[config.mk]
export PLATFORM = sky130hd
export DESIGN_NAME = game_timer_ctrl_flat
export DESIGN_NICKNAME = d
export VERILOG_FILES = /design/src/rtl/game_timer_ctrl_if.sv /design/src/rtl/game_timer_ctrl.sv /design/src/flat_wrapper.sv
export SDC_FILE = /design/constraint.sdc
export NUM_CORES = 1
export LEC_CHECK = 0
export BUFFER_PORTS_ARGS = -buffer_cell sky130_fd_sc_hd__buf_2
export CAP_MARGIN = 20
export CORE_UTILIZATION = 58
export CTS_CLUSTER_DIAMETER = 50
export DETAILED_ROUTE_END_ITERATION = 10
export PLACE_DENSITY = 0.8
export SLEW_MARGIN = 20
export SYNTH_ARGS = -nofsm -noshare
export SYNTH_HDL_FRONTEND = slang
export SYNTH_SLANG_ARGS = --single-unit
export TNS_END_PERCENT = 50
[constraint.sdc]
create_clock -name CLK -period 1.96 [get_ports CLK]
set_clock_uncertainty 0.05 [all_clocks]
set_input_delay 0.098 -clock CLK [delete_from_list [all_inputs] [get_ports CLK]]
set_output_delay 0.098 -clock CLK [all_outputs]
set_load 0.03 [all_outputs]
[src/rtl/game_timer_ctrl_if.sv]
// game_timer_ctrl_if: bus between the master state machine side and the
// timed-mode scheduler. The master modport drives mode/state/target pulses
// and observes the timer results; the slave modport is the scheduler itself.
interface game_timer_ctrl_if;
    logic       TIMED_MODE;
    logic [1:0] MSM_STATE;
    logic       TARGET_REACHED;
    logic       TICK_1HZ;
    logic [7:0] SECONDS_LEFT;
    logic [3:0] SCORE;
    logic       TIME_UP;
    logic       GOAL_MET;
    logic       TIMED_ACTIVE;

    modport master (
        output TIMED_MODE,
        output MSM_STATE,
        output TARGET_REACHED,
        input  TICK_1HZ,
        input  SECONDS_LEFT,
        input  SCORE,
        input  TIME_UP,
        input  GOAL_MET,
        input  TIMED_ACTIVE
    );

    modport slave (
        input  TIMED_MODE,
        input  MSM_STATE,
        input  TARGET_REACHED,
        output TICK_1HZ,
        output SECONDS_LEFT,
        output SCORE,
        output TIME_UP,
        output GOAL_MET,
        output TIMED_ACTIVE
    );
endinterface

[src/rtl/game_timer_ctrl.sv]
// game_timer_ctrl: timed-mode scheduler for the snake game.
// Runs a 1 Hz countdown derived from CLK through a CLK_HZ prescaler and
// counts TARGET_REACHED pulses against TARGET_GOAL, reporting TIME_UP or
// GOAL_MET. Untimed rounds only keep score.
// Optional macro GAME_TIMER_BCD_EN: SECONDS_LEFT is packed two-digit BCD
// instead of zero-extended binary.
module game_timer_ctrl #(
    parameter int CLK_HZ       = 100000000,
    parameter int GAME_SECONDS = 60,
    parameter int TARGET_GOAL  = 10
) (
    input logic              CLK,
    input logic              RESET,
    game_timer_ctrl_if.slave bus
);

    localparam int               PRE_W    = (CLK_HZ > 1) ? $clog2(CLK_HZ) : 1;
    localparam logic [PRE_W-1:0] PRE_LAST = PRE_W'(CLK_HZ - 1);
    localparam logic [3:0]       GOAL     = 4'(TARGET_GOAL);
`ifdef GAME_TIMER_BCD_EN
    localparam logic [7:0] SECONDS_INIT = {4'(GAME_SECONDS / 10), 4'(GAME_SECONDS % 10)};
`else
    localparam logic [7:0] SECONDS_INIT = 8'(GAME_SECONDS);
`endif

    localparam logic [1:0] MSM_START = 2'b00;
    localparam logic [1:0] MSM_PLAY  = 2'b01;

    typedef enum logic [1:0] {
        IDLE    = 2'd0,
        RUNNING = 2'd1,
        EXPIRED = 2'd2,
        WON     = 2'd3
    } state_t;

    state_t           state;
    logic [PRE_W-1:0] prescaler;
    logic [7:0]       seconds_left;
    logic [3:0]       score;
    logic             tick;
    logic             time_up;
    logic             goal_met;
    logic             timed_active;

    logic             prescaler_wrap;
    logic             target_counted;
    logic             goal_hit;
    logic [7:0]       seconds_dec;

    // One-second decrement in whichever encoding SECONDS_LEFT uses; BCD
    // borrows from the tens digit when the units digit is already zero.
    always_comb begin
`ifdef GAME_TIMER_BCD_EN
        seconds_dec = seconds_left;
        if (seconds_left[3:0] == 4'd0) begin
            seconds_dec = {seconds_left[7:4] - 4'd1, 4'd9};
        end else begin
            seconds_dec = {seconds_left[7:4], seconds_left[3:0] - 4'd1};
        end
`else
        seconds_dec = seconds_left - 8'd1;
`endif
    end

    // Score only moves below the goal, so saturation falls out naturally and
    // the goal is hit exactly when the counted target lifts score to GOAL.
    assign prescaler_wrap = (prescaler == PRE_LAST);
    assign target_counted = bus.TARGET_REACHED && (score != GOAL);
    assign goal_hit       = target_counted && (score == GOAL - 4'd1);

    // Round FSM with registered counters and flags; goal beats the final
    // tick when both land on the same edge.
    always_ff @(posedge CLK) begin
        if (!RESET) begin
            state        <= IDLE;
            prescaler    <= '0;
            seconds_left <= SECONDS_INIT;
            score        <= 4'd0;
            tick         <= 1'b0;
            time_up      <= 1'b0;
            goal_met     <= 1'b0;
            timed_active <= 1'b0;
        end else begin
            tick <= 1'b0;
            case (state)
                IDLE: begin
                    prescaler    <= '0;
                    seconds_left <= SECONDS_INIT;
                    score        <= 4'd0;
                    time_up      <= 1'b0;
                    goal_met     <= 1'b0;
                    timed_active <= bus.TIMED_MODE;
                    if (bus.MSM_STATE == MSM_PLAY) begin
                        state <= RUNNING;
                    end
                end
                default: begin
                    if (bus.MSM_STATE == MSM_START) begin
                        state        <= IDLE;
                        prescaler    <= '0;
                        seconds_left <= SECONDS_INIT;
                        score        <= 4'd0;
                        time_up      <= 1'b0;
                        goal_met     <= 1'b0;
                        timed_active <= 1'b0;
                    end else if (state == RUNNING && bus.MSM_STATE == MSM_PLAY) begin
                        if (target_counted) begin
                            score <= score + 4'd1;
                        end
                        if (timed_active) begin
                            if (prescaler_wrap) begin
                                prescaler    <= '0;
                                tick         <= 1'b1;
                                seconds_left <= seconds_dec;
                            end else begin
                                prescaler <= prescaler + PRE_W'(1);
                            end
                            if (goal_hit) begin
                                state    <= WON;
                                goal_met <= 1'b1;
                            end else if (prescaler_wrap && seconds_left == 8'd1) begin
                                state   <= EXPIRED;
                                time_up <= 1'b1;
                            end
                        end
                    end
                end
            endcase
        end
    end

    assign bus.TICK_1HZ     = tick;
    assign bus.SECONDS_LEFT = seconds_left;
    assign bus.SCORE        = score;
    assign bus.TIME_UP      = time_up;
    assign bus.GOAL_MET     = goal_met;
    assign bus.TIMED_ACTIVE = timed_active;

endmodule

[src/flat_wrapper.sv]
// flat-port wrapper written by rule: the top's interface ports become plain ports
module game_timer_ctrl_flat 
#(
    parameter int CLK_HZ       = 100000000,
    parameter int GAME_SECONDS = 60,
    parameter int TARGET_GOAL  = 10
)
  (CLK, RESET, bus_TIMED_MODE, bus_MSM_STATE, bus_TARGET_REACHED, bus_TICK_1HZ, bus_SECONDS_LEFT, bus_SCORE, bus_TIME_UP, bus_GOAL_MET, bus_TIMED_ACTIVE);
  game_timer_ctrl_if bus_i ();
  input logic CLK;
  input logic RESET;
  input wire logic [$bits(bus_i.TIMED_MODE)-1:0] bus_TIMED_MODE;
  input wire logic [$bits(bus_i.MSM_STATE)-1:0] bus_MSM_STATE;
  input wire logic [$bits(bus_i.TARGET_REACHED)-1:0] bus_TARGET_REACHED;
  output wire logic [$bits(bus_i.TICK_1HZ)-1:0] bus_TICK_1HZ;
  output wire logic [$bits(bus_i.SECONDS_LEFT)-1:0] bus_SECONDS_LEFT;
  output wire logic [$bits(bus_i.SCORE)-1:0] bus_SCORE;
  output wire logic [$bits(bus_i.TIME_UP)-1:0] bus_TIME_UP;
  output wire logic [$bits(bus_i.GOAL_MET)-1:0] bus_GOAL_MET;
  output wire logic [$bits(bus_i.TIMED_ACTIVE)-1:0] bus_TIMED_ACTIVE;
  assign bus_i.TIMED_MODE = bus_TIMED_MODE;
  assign bus_i.MSM_STATE = bus_MSM_STATE;
  assign bus_i.TARGET_REACHED = bus_TARGET_REACHED;
  assign bus_TICK_1HZ = bus_i.TICK_1HZ;
  assign bus_SECONDS_LEFT = bus_i.SECONDS_LEFT;
  assign bus_SCORE = bus_i.SCORE;
  assign bus_TIME_UP = bus_i.TIME_UP;
  assign bus_GOAL_MET = bus_i.GOAL_MET;
  assign bus_TIMED_ACTIVE = bus_i.TIMED_ACTIVE;
  game_timer_ctrl #(.CLK_HZ(CLK_HZ), .GAME_SECONDS(GAME_SECONDS), .TARGET_GOAL(TARGET_GOAL)) u_core (.CLK(CLK), .RESET(RESET), .bus(bus_i));
endmodule
==> metrics.txt, run 1 <==
Reg area 900.9 µm²; HP Class primary input to flip-flop; TritonCTS Buffers 5; area of the multi-input gates 0.001257 mm²; commonest non-fill, non-tap cells in the layout dfxtp_1 (45), nor2_1 (44), xnor2_1 (25), buf_2 (21), nand2_1 (20); predominant post-synthesis flop cell dfxtp_1; Synth Area in XOR/XNOR 12.93%; Core Util, Final 69.00%; commonest non-fill, non-tap cell in the layout dfxtp_1; Clock Pin Slew Worst Setup and Hold Paths 0.08 ns; RD Place Congestion 0.7914; Synth Instances 249; setup bufs post-CTS 0; # DRC 0; first-pass GRT wire length 7728 µm; buffers added on ports 21; HPWL Detailed 3239 µm; metal3 WL 124 µm; worst skew pair latency 0.30 ns; compound-gate portion of the synthesized area 4.647%; dpl cells 324; Post-synth EDFFs 0; I/O pins 22; Critical Path Source Type flip-flop; Die ar. 0.004105 mm²; status completed; routed vias/inst 5.483; Final Total Pwr 1.526 mW; worst ir drop on vdd 0.3970 mV; Slew @ Worst Pin 0.4312 ns; FP Rows 22; GRT Util Overall 23.99%; RSZ-0062 raised after global routing yes; clock sink count 45; Max clock buf depth 2; pwr dens 599.5 mW/mm²; die width 64.07 µm; CTS tree built; CP Max Fanout 10; CTS HTree Levels 2; count of pins over their slew limit 0; Crit Path Class flip-flop to flip-flop; vias in the first global route 1782; Initial Util 60.58%; CP Cell Sequence ha_1, and3_2, nand4_4, or4_4, o21ai_1, nand3b_1; main combinational cell family by area after synthesis simple AND/OR/NAND/NOR gates; fmax 0.5357 GHz; crit path buf inv count 0; remaining antenna violation count 0; Syn Std Cell Area 0.002235 mm²; Ys Warns 0; critical path's top delay family simple AND/OR/NAND/NOR gates; layout cells sized above 1 20.70%; syn avg cell area 8.974 µm²; hold slack 0.01092 ns; CP Data Arrival Time 2.01 ns; DR iter-0 viols 60; routed len/inst 13.36 µm; GRT overflow 0; WL final 4450 µm; antenna violations before repair 0; Simple-Gate Fraction of Synth Area 34.88%; asr flop ratio synth 0%; Max Cap Viol 0; Post-Synth Adder-Cell Area 3.359%; Filler cells 312; min Tclk post-route 1.867 ns; die height 64.07 µm; nets 296; top sig layer met4; Synth-to-Final Area Change 13.89%; slew margin rel. 70.99%; final hold vios 0; Pleak 0.8876 nW; CP Capture Type flip-flop; core area 0.003689 mm²; post-synthesis register bit count 45; routed length on met1 2034 µm; syn nets 261; critical path required time 2.10 ns; final setup fails 0; CP max stage delay 0.50 ns; mux cell area share after synthesis 0%; met2 WL 2236 µm; Synth cell types 48; Vias 1826; Root Buffer clkbuf_8; Finished Layout Cells 333; sequential area share after synthesis 40.31%; TritonRoute pass-1 iters 4; slowest library cell on the worst path or4_4; crit share post-route 95.23%; pin count of the biggest net entering global routing 27; ANT cells 0
-- cell type report --
type / count / share of cell area [%]
clock buffer: 7 / 2.999
clock inverter: 1 / 0.2950
inverter: 6 / 0.8850
multi-input combinational: 190 / 49.41
sequential: 45 / 35.40
tap: 48 / 2.360
timing repair buffer: 36 / 8.653
-- stage by stage --
step                      setup slack (ns)  setup TNS, ns  instance area (µm²)
after global routing              -0.01763       -0.03834                 2545
after global placement              0.1088              0                 2441
after detailed placement           0.06531              0                 2441
after CTS                          0.03710              0                 2535
after floorplan                     0.1429              0                 2235
final                              0.09340              0                 2545
-- logic make-up (layout without fill, tap and decap cells) --
logic type               Yosys count  in the layout
AO/OA/AOI/OAI                     15             15
XOR/XNOR                          33             33
adder cells (fa/ha/maj)            6              6
buffers and inverters             14             50
flip-flops                        45             45
AND/OR/NAND/NOR                  136            136
-- sequential cells by signal, summed over array words and instances (netlist names) --
signal                   count
u_core.bus.GOAL_MET          1
u_core.bus.SCORE             4
u_core.bus.SECONDS_LEFT      8
u_core.bus.TICK_1HZ          1
u_core.bus.TIMED_ACTIVE      1
u_core.bus.TIME_UP           1
u_core.prescaler            27
u_core.state                 2
-- worst paths after layout --
path / end / slack [ns] / startpoint / cells after the start
max: u_core.bus.SECONDS_LEFT[4] / 0.09 / u_core.prescaler[0] / 6
max reg2reg: u_core.bus.SECONDS_LEFT[4] / 0.09 / u_core.prescaler[0] / 6
min: u_core.bus.TIMED_ACTIVE / 0.01 / RESET / 2
min reg2reg: u_core.prescaler[1] / 0.43 / u_core.prescaler[1] / 2
-- routing by layer --
| layer | up-vias | track usage [%] |
|---|---|---|
| li1 | 935 | - |
| met1 | 861 | 27.73 |
| met2 | 23 | 42.69 |
| met3 | 7 | 5.714 |
| met4 | 0 | 8.523 |
| met5 | - | 0 |
-- what timing repair did --
| action | CTS | global route |
|---|---|---|
| hold buffers | 1 | 0 |
| setup endpoints to repair | 0 | 28 |
| endpoints found under the hold margin | 1 | 0 |
| gates resized for setup | 0 | 2 |
-- synth_stat cells, types with 3 or more instances --
cell type,n,area (µm²)
nor2_1,44,165.2
nand4_1,8,50.05
nor3_1,4,20.02
nand2_1,20,75.07
a21oi_1,3,15.01
inv_1,6,22.52
nor2b_1,3,18.77
xor2_1,8,70.07
and3_1,3,18.77
nand3_1,13,65.06
xnor2_1,25,219.0
and4_1,5,43.79
and2_1,3,18.77
dfxtp_1,45,900.9
nand3b_1,3,22.52
nor4_1,12,75.07
ha_1,6,75.07
-- where the power goes --
| group | switching [mW] | internal, mW |
|---|---|---|
| Sequential | 0.00438 | 0.916 |
| Clock | 0.307 | 0.252 |
| Combinational | 0.0277 | 0.0178 |
| Total | 0.339 | 1.19 |
Power figures use the tool's default switching activity.
==> inputs of run 2 (changes only) <==
--- a/config.mk
+++ b/config.mk
@@ -5,12 +5,13 @@
 export SDC_FILE = /design/constraint.sdc
 export NUM_CORES = 1
 export LEC_CHECK = 0
+export ABC_AREA = 1
 export BUFFER_PORTS_ARGS = -buffer_cell sky130_fd_sc_hd__buf_2
 export CAP_MARGIN = 20
-export CORE_UTILIZATION = 58
+export CORE_UTILIZATION = 59
 export CTS_CLUSTER_DIAMETER = 50
 export DETAILED_ROUTE_END_ITERATION = 10
-export PLACE_DENSITY = 0.8
+export PLACE_DENSITY = 0.81
 export SLEW_MARGIN = 20
 export SYNTH_ARGS = -nofsm -noshare
 export SYNTH_HDL_FRONTEND = slang
==> run 2 against run 1 <==
  * Die area rose by 13%
  * Cell count rose by 37%
  * Clock power rose by 13%
  * Critical path type unchanged
  * Largest cell class unchanged
  * Largest power group unchanged
  * Highest routed layer unchanged
==> metrics.txt, run 2 <==
routed len/inst 11.50 µm (-14%); Initial Util 62.94% (+2.4 points); layout cells sized above 1 16.01% (-4.7 points); Max clock buf depth 2 (unchanged); clock sink count 45 (unchanged); I/O pins 22 (unchanged); Clock Pin Slew Worst Setup and Hold Paths 0.08 ns (about the same); worst skew pair latency 0.30 ns (about the same); Synth Instances 379 (+52%); fmax 0.5630 GHz (+5.1%); register name with the most flops u_core.prescaler; HPWL Detailed 3992 µm (+23%); TritonRoute pass-1 iters 4 (unchanged); predominant post-synthesis flop cell dfxtp_1; WL final 5244 µm (+18%); nets 417 (+41%); routed vias/inst 5.101 (-7.0%); setup bufs post-CTS 0 (unchanged); CP Data Arrival Time 1.92 ns (-0.09 ns); Post-synth top cells nand2_1 (85), nor2_1 (67), inv_1 (48); antenna violations before repair 0 (unchanged); buffers added on ports 21 (unchanged); placed cell areas 0.002730 mm² (+12%); Synth cell types 31 (-35%); Root Buffer clkbuf_8; die width 68.26 µm (+6.5%); pin count of the biggest net entering global routing 15 (-44%); RSZ-0062 raised after global routing no; Vias 2326 (+27%); Syn Std Cell Area 0.002590 mm² (+16%); die height 68.26 µm (+6.5%); Crit Path Class flip-flop to flip-flop; Pleak 1.160 nW (+31%); CTS tree built; critical path required time 2.10 ns (about the same); top cells by area, synth dfxtp_1 (35%), nand2_1 (12%), nor2_1 (9.7%), inv_1 (7.0%), nand3_1 (4.4%); DR iter-0 viols 208 (+250%); Final Total Pwr 1.909 mW (+25%); most frequent cell after synthesis nand2_1; pwr dens 671.8 mW/mm² (+12%); core area 0.004115 mm² (+12%); min Tclk post-route 1.776 ns (-0.09043 ns); Synth top area share 34.78% (-5.5 points); final setup fails 0 (unchanged); count of pins over their slew limit 0 (unchanged); syn avg cell area 6.834 µm² (-24%); syn nets 391 (+50%); Post-synth EDFFs 0 (unchanged); Ys Warns 0 (unchanged); TritonCTS Buffers 5 (unchanged); GRT overflow 0 (unchanged); Setup TNS 0 ns (unchanged); r2r setup slk 0.18 ns (+0.09 ns); CP Capture Type flip-flop; max reg flops 27 (unchanged); first-pass GRT wire length 8590 µm (+11%); cell area after layout 0.002841 mm² (+12%); Critical Path Source Type flip-flop; worst ir drop on vdd 0.4967 mV (+25%); CTS HTree Levels 2 (unchanged); vias in the first global route 1946 (+9.2%); status completed; Slew @ Worst Pin 0.3035 ns (-0.1276 ns); asr flop ratio synth 0% (unchanged); commonest non-fill, non-tap cells in the layout nand2_1 (85), nor2_1 (67), inv_1 (48), dfxtp_1 (45), nand3_1 (23); Max Cap Viol 0 (unchanged); GRT Util Overall 24.71% (+0.72 points); ANT cells 0 (unchanged); FP Rows 23 (+4.5%); RD Place Congestion 0.8442 (+6.7%); HP Class primary input to flip-flop; remaining antenna violation count 0 (unchanged); CP Max Fanout 5 (-5); slew margin rel. 79.61% (+8.6 points); # DRC 0 (unchanged); sequential area share after synthesis 34.78% (-5.5 points); Synth-to-Final Area Change 9.710%; crit share post-route 90.62% (-4.6 points); final hold vios 0 (unchanged); commonest non-fill, non-tap cell in the layout nand2_1; Die ar. 0.004659 mm² (+13%); post-synthesis register bit count 45 (unchanged); area leader, netlist dfxtp_1
-- run 2: cell count changes after synthesis, sizes merged, moves of 10 or more --
cell   before  now
o21ai       2   12
nand2      21   93
nand3      13   25
xnor2      25    4
inv         6   53
nor3        6   16
nor2       44   82
a21oi       3   17
nor4       12    2
-- run 2: kinds of logic (layout without fill, tap and decap cells) --
group,count (synthesis),in the layout,synth area share (%)
AOI/OAI and AO/OA,32,32,6.957
and+or+nand+nor,232,232,43.96
DFF,45,45,34.78
adders and majority gates,6,6,2.898
xor gates and xnor gates,7,7,2.367
buffers and inverters,57,84,9.034
-- run 2: power by group --
group	internal [mW]	switching, mW
Sequential	0.937	0.0249
Combinational	0.0941	0.221
Clock	0.319	0.313
Total	1.35	0.559
-- run 2: critical path: stages (launching register included) --
cell and delay, ns:
dfxtp_1 0.36, ha_1 0.20, nand2_1 0.08, nor2_1 0.16, inv_1 0.12, nor2_4 0.19, nand2_1 0.09, nor2_1 0.13
nand2_1 0.10, nor3_1 0.14, nor2_1 0.05
-- run 2: cell type report --
class | count | area [µm²]
fill | 355 | 1274
multi-input combinational | 277 | 1455
tap | 50 | 62.56
sequential | 45 | 900.9
clock buffer | 7 | 96.34
clock inverter | 1 | 5.005
inverter | 53 | 198.9
timing repair buffer | 23 | 122.6
-- run 2: through the flow --
| step | utilization, % | hold WS (ns) | instances | worst slack, ns |
|---|---|---|---|---|
| 2_1_floorplan | - | 0.1738 | 379 | 0.3733 |
| 3_3_place_gp | 66.34 | 0.3015 | 447 | 0.2654 |
| 3_5_place_dp | 66.34 | 0.3100 | 447 | 0.2325 |
| 4_1_cts | 69.05 | 0.002507 | 456 | 0.2131 |
| 5_1_grt | 69.05 | 0.02792 | 456 | 0.02178 |
| 6_report | 69.05 | 0.006116 | 456 | 0.1838 |
-- run 2: worst paths after layout --
check / startpoint / to / cells after the start
max reg2reg: u_core.prescaler[1] / u_core.prescaler[18] / 10
max: u_core.prescaler[1] / u_core.prescaler[18] / 10
min reg2reg: u_core.bus.TIME_UP / u_core.bus.TIME_UP / 2
min: RESET / u_core.state[0] / 3
-- run 2: what timing repair did --
| action | CTS | global route |
|---|---|---|
| hold buffers | 1 | 0 |
| endpoints found under the hold margin | 1 | 0 |
| endpoints found under the setup margin | 0 | 1 |
| gates resized for setup | 0 | 1 |
-- run 2: routing by layer --
layer / routed length (µm) / global-route usage [%] / vias up / share of wire (%)
met5: 0 / 0 / - / 0
met1: 2667 / 33.43 / 1018 / 51
li1: - / - / 1251 / -
met4: 40 / 8.594 / 0 / 0.76
met2: 2288 / 37.87 / 53 / 44
met3: 248 / 6.000 / 4 / 4.7
